==> src/rtl/ffcp_rx_window_sack.sv <==
// FFCP receive window: tracks received indices around the queue head,
// advances the cumulative ack and emits coalesced selective acks.
module ffcp_rx_window_sack #(
    parameter int INDEX_W      = 6,
    parameter int WINDOW_LEN   = 8,
    parameter int ACK_COALESCE = 4,
    parameter int ACK_TIMEOUT  = 500000
) (
    input  logic                  clk,
    input  logic                  rst,
    input  logic                  syn,
    input  logic                  inclk,
    input  logic [INDEX_W-1:0]    in_index,
    input  logic                  downstream_done,
    output logic                  outclk,
    output logic [INDEX_W-1:0]    out_index,
    output logic [WINDOW_LEN-1:0] out_sack,
    output logic [15:0]           drop_cnt
);

    localparam int N  = 1 << INDEX_W;
    localparam int PW = $clog2(ACK_COALESCE + 1);
    localparam int TW = $clog2(ACK_TIMEOUT + 1);
    localparam logic [PW-1:0] PMAX = PW'(ACK_COALESCE);
    localparam logic [TW-1:0] TMAX = TW'(ACK_TIMEOUT);
    localparam logic [INDEX_W-1:0] WIN = INDEX_W'(WINDOW_LEN);
    localparam logic [INDEX_W-1:0] STALE_LO = INDEX_W'(N - WINDOW_LEN);

    logic [N-1:0]         received;
    logic [INDEX_W-1:0]   head;
    logic [INDEX_W-1:0]   offset;
    logic [PW-1:0]        pend_cnt;
    logic [TW-1:0]        timer;
    logic                 force_ack;
    logic                 downstream_rdy;
    logic                 head_set;
    logic                 in_window;
    logic                 stale;
    logic                 ack_due;

    assign offset    = in_index - head;
    assign in_window = offset < WIN;
    assign stale     = offset >= STALE_LO;
    assign head_set  = received[head];
    assign ack_due   = force_ack || (pend_cnt >= PMAX) || (timer == TMAX);

    // An ack is never sent while the head slot is filled: advance first.
    assign outclk = ack_due && !head_set && !inclk && downstream_rdy
                    && !rst && !syn;

    assign out_index = rst ? '0 : head;

    always_comb begin
        out_sack = '0;
        if (!rst) begin
            for (int i = 0; i < WINDOW_LEN; i++) begin
                out_sack[i] = received[head + INDEX_W'(i + 1)];
            end
        end
    end

    always_ff @(posedge clk) begin
        if (rst) begin
            received       <= '0;
            head           <= '0;
            pend_cnt       <= '0;
            timer          <= '0;
            force_ack      <= 1'b0;
            downstream_rdy <= 1'b1;
            drop_cnt       <= '0;
        end else begin
            if (outclk) begin
                downstream_rdy <= 1'b0;
            end else if (downstream_done) begin
                downstream_rdy <= 1'b1;
            end

            if (syn) begin
                received  <= '0;
                head      <= INDEX_W'(1);
                pend_cnt  <= '0;
                timer     <= '0;
                force_ack <= 1'b1;
            end else begin
                if (inclk) begin
                    if (in_window) begin
                        received[in_index] <= 1'b1;
                    end else if (stale) begin
                        force_ack <= 1'b1;
                    end else if (drop_cnt != 16'hFFFF) begin
                        drop_cnt <= drop_cnt + 16'd1;
                    end
                end else if (head_set) begin
                    received[head] <= 1'b0;
                    head           <= head + INDEX_W'(1);
                    if (pend_cnt != PMAX) begin
                        pend_cnt <= pend_cnt + PW'(1);
                    end
                end

                if (outclk) begin
                    pend_cnt  <= '0;
                    force_ack <= 1'b0;
                    timer     <= '0;
                end else if (pend_cnt != '0 || force_ack) begin
                    if (timer != TMAX) begin
                        timer <= timer + TW'(1);
                    end
                end else begin
                    timer <= '0;
                end
            end
        end
    end

endmodule

==> config.mk <==
export PLATFORM = sky130hd
export DESIGN_NAME = ffcp_rx_window_sack
export DESIGN_NICKNAME = d
export VERILOG_FILES = /design/src/rtl/ffcp_rx_window_sack.sv
export SDC_FILE = /design/constraint.sdc
export NUM_CORES = 1
export LEC_CHECK = 0
export BUFFER_PORTS_ARGS = -buffer_cell sky130_fd_sc_hd__buf_2
export CAP_MARGIN = 0
export CORE_ASPECT_RATIO = 0.8
export CORE_MARGIN = 2
export CORE_UTILIZATION = 48
export DETAILED_ROUTE_END_ITERATION = 16
export PLACE_DENSITY_LB_ADDON = 0.12
export SYNTH_ARGS = -nofsm -noshare
export SYNTH_HDL_FRONTEND = slang
export SYNTH_SLANG_ARGS = --single-unit
export TNS_END_PERCENT = 10
==> constraint.sdc <==
create_clock -name clk -period 4.1 [get_ports clk]
set_input_delay 0.205 -clock clk [delete_from_list [all_inputs] [get_ports clk]]
set_output_delay 0.205 -clock clk [all_outputs]
set_load 0.05 [all_outputs]
Word-level counts from Yosys, hierarchy flattened
Index checks and enable logic that the tools add are counted.

storage, ports and cells
  bits of input ports = 11
  bits in registers = 110
  logic and storage cells = 116

operators by class
  add/subtract/negate cells = 12
  equality and inequality tests = 7
  reduce and logical (&&, ||, !) cells = 29
  multiplexer cells = 37
  order comparisons = 15
  bitwise logic cells = 8

operators by type and width
  cell                                                                    count
  64-bit two-way mux                                                      3
  6-bit by 7-bit < comparator with 1-bit output (second input constant)   10
  64-bit AND                                                              1
  64-bit NOT                                                              1
  64-bit bitwise OR                                                       1
  1-bit binary-select mux with 6-bit select                               9
  6-bit by 3-bit adder with 6-bit output (second input constant)          4
  1-bit two-way mux                                                       21
  19-bit by 1-bit adder with 19-bit output (second input constant)        1
  19-bit equality test (second input constant)                            1
  19-bit inequality test (second input constant)                          1
  16-bit by 1-bit adder with 16-bit output (second input constant)        1
  16-bit inequality test (second input constant)                          1
  6-bit by 2-bit adder with 6-bit output (second input constant)          2
  1-bit demux with 6-bit select                                           2
  6-bit by 1-bit >= comparator with 1-bit output (second input constant)  2
  3-bit nonzero test                                                      3
  8-bit two-way mux                                                       1
  1-bit logical AND                                                       7
  6-bit by 1-bit adder with 6-bit output (second input constant)          1
  6-bit by 4-bit adder with 6-bit output (second input constant)          1
  6-bit >= comparator (second input constant)                             1
  6-bit by 4-bit < comparator with 1-bit output (second input constant)   1
  6-bit two-way mux                                                       1
  16 further kinds                                                        31

Logic depth before layout (Yosys ltp)
Gate-level depths: netlist of run 1.

  depth after elaboration = 10
  mapped depth = 15

Worst setup path before layout of run 1
Ideal clock, no wire load.

  path type = register to output
  from = register head[1]
  to = output port out_sack[4]
  cell stages (with the launch flop) = 11
  slack = 24 ps
  data arrival time = 3871 ps
  cell sequence = dfxtp_1 -> buf_2 -> inv_1 -> clkbuf_1 -> ha_1 -> clkbuf_1 -> clkbuf_1 -> o21ai_0 -> mux4_2 -> mux2_2 -> a211oi_1

between the ends
  cells in the longest elaborated chain, start to end = 4

RTL lines
  element                                    line  RTL
  start: declaration                         30    logic [INDEX_W-1:0] head;
  start signal: assignment                   95    head <= head + INDEX_W'(1);
  6-bit by 3-bit adder with 6-bit output     57    out_sack[i] = received[head + INDEX_W'(i + 1)];
  1-bit binary-select mux with 6-bit select  57
  1-bit two-way mux (implied by the code)    57
  8-bit two-way mux                          55    if (!rst) begin
  end: declaration                           17    output logic [WINDOW_LEN-1:0] out_sack,

Every way passes these cells. The select of a mux whose other input is x is not followed.

Final worst setup path of run 1
  from = register head[0]
  to = output port out_sack[2]

between the ends
  cells in the longest elaborated chain, start to end = 4

RTL lines
  element                                    line
  6-bit by 2-bit adder with 6-bit output     57
  1-bit binary-select mux with 6-bit select  57
  1-bit two-way mux (implied by the code)    57
  8-bit two-way mux                          55

Every way passes these cells. The select of a mux whose other input is x is not followed.

==> flow_metrics.env, run 1 <==
export IMPL_grt_pass1_wl_mm=43.24
export IMPL_pre_cts_ws_ns=0.6778
export IMPL_synth_seq_cells=110
export IMPL_overflow=0
export IMPL_final_layout_size_suffix_gt1_frac=0.2055
export IMPL_area_delta_synth_final_pct=7.983
export IMPL_rows=43
export IMPL_skew_ns=0.009040
export IMPL_tightestPinTransition_ns=1.160
export IMPL_syn_num_nets=1006
export IMPL_clock_sinks=110
export IMPL_clk_pin_slew_ns=0.08
export IMPL_crit_top_cell="nor2_1"
export IMPL_vias=8015
export IMPL_regArea_um2=2207
export IMPL_fin_cells=1214
export IMPL_drtIter0Drc=1176
export IMPL_cts_tree="done"
export IMPL_syn_area_per_cell_um2=8.770
export IMPL_grt_use_total=0.3040
export IMPL_root_buffer="clkbuf_16"
export IMPL_setup_ws_ns=0.2630
export IMPL_synth_cells=974
export IMPL_maxSlewViolCount=0
export IMPL_cts_buffers=9
export IMPL_grt_max_degree=89
export IMPL_maxCapViolCount=0
export IMPL_placed_cells=1197
export IMPL_core_um2=17380
export IMPL_cp_top_family="buffers and inverters"
export IMPL_dieWidth_um=153.1
export IMPL_ys_seq_area_frac=0.2578
export IMPL_dieArea_um2=18890
export IMPL_rsz0062_at_grt="no"
export IMPL_clockBufferDepth=2
export IMPL_wire_per_inst_um=23.72
export IMPL_status="finished clean"
export IMPL_place_congestion=0.9710
export IMPL_port_buffer_count=41
export IMPL_dominantRegCellSynth="dfxtp_1"
export IMPL_cts_repair_resized=0
export IMPL_min_period_ns=3.837
export IMPL_worst_path_max_delay_cell="dfxtp_4"
export IMPL_drt_total_wl_mm=28.80
export IMPL_arrival_ns=3.63
export IMPL_multiInputGateArea_um2=5866
export IMPL_n_fill_cell=1647
export IMPL_nNetsFinal=1015
export IMPL_hold_viol=0
export IMPL_drc_errors=0
export IMPL_synth_edff_count=0
export IMPL_relSlewSlack=0.2248
export IMPL_max_vdd_ir_drop_mv=0.1773
export IMPL_whs_ns=0.05170
export IMPL_reg2reg_slack_ns=0.61
export IMPL_min_period_over_period=0.9359
export IMPL_htreeDepth=3
export IMPL_finalSetupViolCount=0
export IMPL_die_y_um=123.3
export IMPL_start_kind="flop"
export IMPL_critPathMaxFanout=41
export IMPL_via_per_inst=6.602
export IMPL_cts_hold_buf=0
export IMPL_post_cts_buffers=0
export IMPL_crit_buf_inv=4
export IMPL_synth_area_um2=8542
export IMPL_slowest_delay_ns=0.73
export IMPL_critPathKind="flop to output port"
export IMPL_synthArstFlopShare=0
export IMPL_cp_data_required_time_ns=3.89
export IMPL_clock_fmax_mhz=260.6
export IMPL_finalSetupTns_ns=0
export IMPL_insertion_delay_ns=0.36
export IMPL_endpoint_kind="output port"
export IMPL_worstHoldPathType="input port to flop"
export IMPL_cellPowerDensity_nw_per_um2=245.4
export IMPL_drtPass1Iterations=6
export IMPL_dp_hpwl_mm=21.44
export IMPL_leakagePower_nw=3.305
export IMPL_antenna_found_initial=1
export IMPL_grt_pass1_vias=7060
export IMPL_yosys_cell_types_count=65
export IMPL_yosys_warnings=0
export IMPL_initial_utilization=0.4915
export IMPL_worstPathCellList="inv_6, ha_1, inv_1, buf_4, nor2_1, a21oi_1, mux4_2, mux2_2, nor2_1, a211oi_1, buf_2"
export IMPL_postRouteAntennaNets=0
export IMPL_ioPinCount=42
## placed cells by master, fill, tap and decap left out, types with 4 or more instances in the layout
master	Yosys	routed
a311oi_1	15	15
and2_1	6	6
nor2_1	121	121
and4_1	4	4
a41o_1	4	4
a211oi_1	22	22
buf_2	9	41
inv_1	23	23
mux2i_1	32	32
nor2b_1	12	12
dfxtp_1	110	108
o31ai_1	13	13
xor2_1	15	15
o211ai_1	7	7
nand2_1	72	72
clkbuf_16	0	9
or4_1	13	13
a31oi_1	35	35
nor3_1	25	25
nand3_1	40	40
xnor2_1	32	32
a211oi_2	7	7
o21a_1	4	4
mux4_2	44	44
nand4_1	14	14
mux4_1	4	4
and3_1	10	10
a31o_2	4	4
a21oi_1	57	57
ha_1	20	20
o21ai_0	32	32
o41ai_1	4	4
a41oi_1	6	6
buf_4	2	29
mux2_2	46	46
## report_power, final
group / switching [W] / leakage [nW] / total [W] / internal [W]
combinational: 0.000179 / 2.28 / 0.000273 / 0.0000942
clock: 0.000459 / 0.142 / 0.000905 / 0.000446
sequential: 0.0000144 / 0.888 / 0.00109 / 0.00107
## final timing paths
check	startpoint	endpoint	cells after the start
max	head[0]$_SDFFE_PP0P_	out_sack[2]	11
min	downstream_done	downstream_rdy$_SDFFE_PP1P_	3
max reg2reg	head[1]$_SDFFE_PP0P_	drop_cnt[15]$_SDFFE_PP0P_	9
min reg2reg	drop_cnt[11]$_SDFFE_PP0P_	drop_cnt[11]$_SDFFE_PP0P_	2
## flip-flops by register name (all words and copies together) (netlist names)
name and cells:
force_ack 1, head 6, downstream_rdy 1, timer 19
pend_cnt 3, drop_cnt 16, received 64
## cells by family (layout without fill, tap and decap cells)
group,Yosys count,in the layout,share of synthesized area
compound gates,231,231,0.1869
xor+xnor,47,47,0.04819
fa+ha+maj,21,21,0.03164
buf+inv,100,114,0.05771
flops,110,110,0.2578
mux,129,129,0.2313
other cells,0,1,0
simple gates,336,336,0.1865
## Yosys cell counts (9+ instances only)
library cell,number,area [um^2]
nor3_1,25,125.1
mux2_2,46,518.0
a311oi_1,15,131.4
dfxtp_1,110,2202
a31oi_1,35,219.0
nand2_1,72,270.3
a211oi_1,22,165.2
ha_1,20,250.2
xor2_1,15,131.4
xnor2_1,32,280.3
mux2i_1,32,320.3
o31ai_1,13,97.59
a21oi_1,57,285.3
mux4_2,44,991.0
clkbuf_1,47,176.4
nor2b_1,12,75.07
nor2_1,121,454.2
or4_1,13,97.59
nand3_1,40,200.2
o21ai_0,32,160.2
nand4_1,14,87.58
and3_1,10,62.56
inv_1,23,86.33
buf_2,9,45.04
## tightest hold or removal path: stages
cell and delay (ns):
buf_2 0.08, nor3_1 0.03, nor2_1 0.07
## through the flow
stage                     power [W]    util  area (um^2)
after floorplan            0.001313       -         8542
after global placement     0.001374  0.5133         8920
after detailed placement   0.001376  0.5133         8920
after CTS                  0.002271  0.5306         9221
after global routing       0.002331  0.5306         9221
final                      0.002263  0.5308         9224
## routing by layer
| layer | vias up | share of wire | GRT usage |
|---|---|---|---|
| met5 | - | 0 | 0 |
| met4 | 0 | 0.018 | 0.06481 |
| met3 | 45 | 0.14 | 0.1048 |
| met2 | 467 | 0.39 | 0.4118 |
| met1 | 3820 | 0.45 | 0.4613 |
| li1 | 3683 | - | - |
## final cells by class
cell class,count,share of cell area
inverters,26,0.01112
well taps,225,0.03052
repair buffers,72,0.05019
clock buffers,10,0.02591
flip-flops and latches,110,0.2393
diodes,1,0.0002713
multi-input cells,764,0.6359
clock inverters,6,0.006782
(Power assumes the default switching activity.)
==> inputs of run 2 (changes only) <==
- clock period: 4.1 -> 4.2 ns (I/O delays scaled with it)
==> flow_metrics.env, run 2 (same netlist as run 1, synthesis figures left out) <==
export IMPL_cts_repair_resized=0
export IMPL_die_y_um=123.3
export IMPL_place_congestion=0.9923
export IMPL_endpoint_kind="output port"
export IMPL_grt_pass1_wl_mm=43.52
export IMPL_r2r_end="received[11]$_SDFFE_PP0P_"
export IMPL_maxCapViolCount=0
export IMPL_arrival_ns=3.75
export IMPL_multiInputGateArea_um2=5866
export IMPL_drt_total_wl_mm=28.90
export IMPL_clockBufferDepth=2
export IMPL_cts_hold_buf=0
export IMPL_tightestPinTransition_ns=1.165
export IMPL_holdPathStages=3
export IMPL_port_buffer_count=41
export IMPL_overflow=0
export IMPL_drc_errors=0
export IMPL_mostFrequentLayoutCells="121 x nor2_1, 108 x dfxtp_1, 72 x nand2_1"
export IMPL_vias=8012
export IMPL_maxSlewViolCount=0
export IMPL_worstHoldPathType="input port to flop"
export IMPL_clk_pin_slew_ns=0.09
export IMPL_via_per_inst=6.621
export IMPL_postRouteAntennaNets=0
export IMPL_dieWidth_um=153.1
export IMPL_cellPowerDensity_nw_per_um2=244.8
export IMPL_diodes=0
export IMPL_max_vdd_ir_drop_mv=0.2194
export IMPL_placed_cells=1194
export IMPL_root_buffer="clkbuf_16"
export IMPL_finalSetupViolCount=0
export IMPL_largest_register="received"
export IMPL_cts_tree="done"
export IMPL_clock_sinks=110
export IMPL_grt_pass1_vias=7082
export IMPL_antenna_found_initial=0
export IMPL_critPathKind="flop to output port"
export IMPL_cp_data_required_time_ns=3.99
export IMPL_ioPinCount=42
export IMPL_drtPass1Iterations=5
export IMPL_rsz0062_at_grt="no"
export IMPL_htreeDepth=3
export IMPL_dp_hpwl_mm=21.52
export IMPL_min_to="downstream_rdy$_SDFFE_PP1P_"
export IMPL_start_kind="flop"
export IMPL_status="finished clean"
export IMPL_nNetsFinal=1012
export IMPL_drtIter0Drc=1007
export IMPL_relSlewSlack=0.2219
export IMPL_final_layout_size_suffix_gt1_frac=0.2020
export IMPL_wire_per_inst_um=23.88
export IMPL_initial_utilization=0.4915
export IMPL_post_cts_buffers=0
export IMPL_cts_buffers=9
export IMPL_final_common_cell="nor2_1"
export IMPL_rr_worst_depth=9
export IMPL_critPathMaxFanout=48
export IMPL_min_delay_start="downstream_done"
export IMPL_clock_fmax_mhz=252.8
export IMPL_utilization=0.5296
export IMPL_n_fill_cell=1646
export IMPL_rows=43
export IMPL_leakagePower_nw=3.299
export IMPL_insertion_delay_ns=0.36
export IMPL_hold_viol=0
export IMPL_fin_cells=1210
export IMPL_finalSetupTns_ns=0
export IMPL_area_delta_synth_final_pct=7.734
export IMPL_skew_ns=0.01757
export IMPL_regArea_um2=2207
export IMPL_total_power_w=0.002253
export IMPL_core_um2=17380
export IMPL_dieArea_um2=18890
export IMPL_grt_max_degree=89
export IMPL_min_period_ns=3.956
export IMPL_reg2reg_slack_ns=0.68
export IMPL_min_period_over_period=0.9420
export IMPL_grt_use_total=0.3038
export IMPL_reg_top3="received (64), timer (19), drop_cnt (16)"
export IMPL_r2r_start="head[0]$_SDFFE_PP0P_"
export IMPL_largest_reg_flops=64
## run 2: cell count changes in the layout (fill, tap and decap cells not counted), sizes merged
cell,previous run,this run
bufinv,0,1
buf,72,69
clkbuf,10,11
diode,1,0
clkinvlp,2,0
## run 2: metal layers
layer	wire (um)	GRT usage	vias up
met2	11270	0.4068	457
met3	3998	0.1087	59
met5	0	0	-
met1	12940	0.4564	3809
met4	688	0.07986	0
li1	-	-	3687
## run 2: area by class of cell
class                      count  share of cell area
clock buffer                  11             0.02638
sequential                   110              0.2398
timing repair buffer          69             0.04650
clock inverter                 5            0.008158
tap                          225             0.03059
inverter                      26             0.01115
multi-input combinational    764              0.6374
## run 2: how the worst max path moves through the flow
stage                              start  slack (ns)     endpoint
finish              head[0]$_SDFFE_PP0P_        0.24  out_sack[0]
global route        head[0]$_SDFFE_PP0P_        0.05  out_sack[6]
CTS                 head[0]$_SDFFE_PP0P_        0.27  out_sack[0]
detailed placement  head[0]$_SDFFE_PP0P_        0.66  out_sack[0]
global placement    head[0]$_SDFFE_PP0P_        0.70  out_sack[0]
floorplan           head[1]$_SDFFE_PP0P_        0.12  out_sack[4]
## run 2: worst max-delay path: stages (launching register included)
cell and delay [ns]:
dfxtp_4 0.78, buf_4 0.34, nand2_1 0.23, xnor2_1 0.54, mux4_1 0.62, mux4_2 0.47, nor2_1 0.10, buf_2 0.27
## run 2: where the power goes
group | total [W] | internal (W) | switching [W]
sequential | 0.00106 | 0.00105 | 0.0000155
combinational | 0.000262 | 0.0000919 | 0.000170
clock | 0.000931 | 0.000494 | 0.000436
## run 2: per-stage QoR
step / cell area, um^2 / setup slack, ns / hold WS [ns]
2_1_floorplan: 8542 / 0.1190 / 0.3295
3_3_place_gp: 8885 / 0.6976 / 0.4190
4_1_cts: 9203 / 0.2723 / 0.05968
6_report: 9203 / 0.2436 / 0.06609
3_5_place_dp: 8885 / 0.6590 / 0.4251
5_1_grt: 9203 / 0.04704 / 0.1060
==> inputs of run 3 (changes only) <==
- CORE_MARGIN: 2 -> not set
- REMOVE_ABC_BUFFERS: not set -> 1
- clock period: 4.2 -> 3.7 ns (I/O delays scaled with it)
==> flow_metrics.env, run 3 (same netlist as run 1, synthesis figures left out) <==
export IMPL_placed_cells=1205
export IMPL_ioPinCount=42
export IMPL_min_delay_start="downstream_done"
export IMPL_core_um2=17380
export IMPL_drc_errors=0
export IMPL_grt_pass1_vias=7359
export IMPL_clockBufferDepth=2
export IMPL_cts_hold_buf=0
export IMPL_via_per_inst=6.678
export IMPL_initial_utilization=0.4915
export IMPL_r2r_end="received[1]$_SDFFE_PP0P_"
export IMPL_critPathKind="flop to output port"
export IMPL_utilization=0.5357
export IMPL_area_delta_synth_final_pct=8.994
export IMPL_crit_buf_inv=3
export IMPL_largest_register="received"
export IMPL_rr_worst_depth=8
export IMPL_finalSetupViolCount=0
export IMPL_drt_total_wl_mm=29.48
export IMPL_largest_reg_flops=64
export IMPL_min_period_over_period=0.9724
export IMPL_tightestPinTransition_ns=1.362
export IMPL_cp_data_required_time_ns=3.51
export IMPL_dieArea_um2=18340
export IMPL_maxCapViolCount=0
export IMPL_postRouteAntennaNets=0
export IMPL_vias=8161
export IMPL_hold_viol=0
export IMPL_nNetsFinal=1024
export IMPL_place_congestion=0.9701
export IMPL_pre_cts_ws_ns=0.4723
export IMPL_final_common_cell="nor2_1"
export IMPL_rsz0062_at_grt="no"
export IMPL_setup_ws_ns=0.1020
export IMPL_mostFrequentLayoutCells="121 x nor2_1, 109 x dfxtp_1, 72 x nand2_1"
export IMPL_relSlewSlack=0.08507
export IMPL_overflow=0
export IMPL_grt_pass1_wl_mm=44.46
export IMPL_diodes=0
export IMPL_min_to="downstream_rdy$_SDFFE_PP1P_"
export IMPL_leakagePower_nw=3.360
export IMPL_die_y_um=121.3
export IMPL_grt_use_total=0.3303
export IMPL_finalSetupTns_ns=0
export IMPL_fin_cells=1222
export IMPL_reg_top3="received (64), timer (19), drop_cnt (16)"
export IMPL_max_vdd_ir_drop_mv=0.1863
export IMPL_clk_pin_slew_ns=0.08
export IMPL_slowest_delay_ns=0.54
export IMPL_worstHoldPathType="input port to flop"
export IMPL_arrival_ns=3.41
export IMPL_port_buffer_count=41
export IMPL_htreeDepth=3
export IMPL_clock_sinks=110
export IMPL_drtIter0Drc=905
export IMPL_worstPathCellList="buf_4, buf_4, mux2_2, mux4_2, mux2i_1, nand3_1, and3_1, a211oi_1, a211oi_1, buf_2"
export IMPL_holdPathStages=3
export IMPL_root_buffer="clkbuf_16"
export IMPL_dieWidth_um=151.1
export IMPL_cts_buffers=9
export IMPL_reg2reg_slack_ns=0.41
export IMPL_n_fill_cell=1631
export IMPL_cts_tree="done"
export IMPL_drtPass1Iterations=6
export IMPL_antenna_found_initial=0
export IMPL_worst_path_max_delay_cell="dfxtp_4"
export IMPL_rows=43
export IMPL_critPathMaxFanout=13
export IMPL_start_kind="flop"
export IMPL_r2r_start="head[0]$_SDFFE_PP0P_"
export IMPL_min_period_ns=3.598
export IMPL_status="finished clean"
export IMPL_insertion_delay_ns=0.38
export IMPL_final_layout_size_suffix_gt1_frac=0.2156
export IMPL_clock_fmax_mhz=277.9
export IMPL_cp_top_family="multiplexers"
export IMPL_endpoint_kind="output port"
export IMPL_maxSlewViolCount=0
export IMPL_grt_max_degree=61
export IMPL_skew_ns=0.01690
export IMPL_wire_per_inst_um=24.12
export IMPL_dp_hpwl_mm=22.34
export IMPL_cellPowerDensity_nw_per_um2=271.2
-- run 3: worst max-delay path by stage --
stage | start | end | slack (ns) | depth (start not counted)
CTS | head[0]$_SDFFE_PP0P_ | out_sack[0] | 0.07 | 8
global placement | head[0]$_SDFFE_PP0P_ | out_sack[0] | 0.49 | 8
finish | head[0]$_SDFFE_PP0P_ | out_sack[3] | 0.10 | 10
floorplan | head[0]$_SDFFE_PP0P_ | drop_cnt[0]$_SDFFE_PP0P_ | -4.00 | 9
global route | head[0]$_SDFFE_PP0P_ | out_sack[3] | 0.002 | 10
detailed placement | head[0]$_SDFFE_PP0P_ | out_sack[0] | 0.47 | 8
-- run 3: final cells by class --
cell class / count / area [um^2] / area share
tap: 225 / 281.5 / 0.03024
sequential: 110 / 2206 / 0.2369
multi-input combinational: 764 / 5881 / 0.6316
timing repair buffer: 81 / 538.0 / 0.05779
clock buffer: 10 / 239.0 / 0.02567
inverter: 26 / 106.4 / 0.01142
clock inverter: 6 / 58.81 / 0.006316
-- run 3: worst reg2reg max path, cell delays in order (launching register included) --
cell and delay [ns]:
dfxtp_4 0.54, buf_12 0.26, mux2_2 0.26, mux4_2 0.26, a22oi_1 0.11, o22a_4 0.30
a21oi_2 0.66, nor2b_1 0.57, a211oi_1 0.17
-- run 3: per-layer routing --
layer	global-route usage	part of all wire	vias to the layer above	routed length [um]
li1	-	-	3704	-
met1	0.4802	0.45	3917	13210
met2	0.4521	0.41	483	11960
met3	0.1203	0.13	57	3705
met4	0.08875	0.020	0	599
met5	0	0	-	0
-- run 3: metrics by stage --
step	total power, W	area (um^2)	hold WS [ns]
2_1_floorplan	0.001427	8152	0.2541
3_3_place_gp	0.001533	8984	0.3993
3_5_place_dp	0.001533	8984	0.4123
4_1_cts	0.002529	9281	0.009924
5_1_grt	0.002594	9310	0.02767
6_report	0.002525	9310	0.01944
-- run 3: power breakdown --
| part | total (W) | leakage [nW] | switching [W] | internal (W) |
|---|---|---|---|---|
| registers | 0.00120 | 0.887 | 0.0000103 | 0.00119 |
| clock network | 0.00101 | 0.145 | 0.000511 | 0.000495 |
| logic | 0.000323 | 2.33 | 0.000213 | 0.000110 |
| total | 0.00253 | 3.36 | 0.000734 | 0.00179 |
-- run 3: timing repair --
action	CTS	global route
resized for setup	0	4
setup endpoints to repair	0	5
hold endpoints to repair	0	0
buffers inserted	0	1
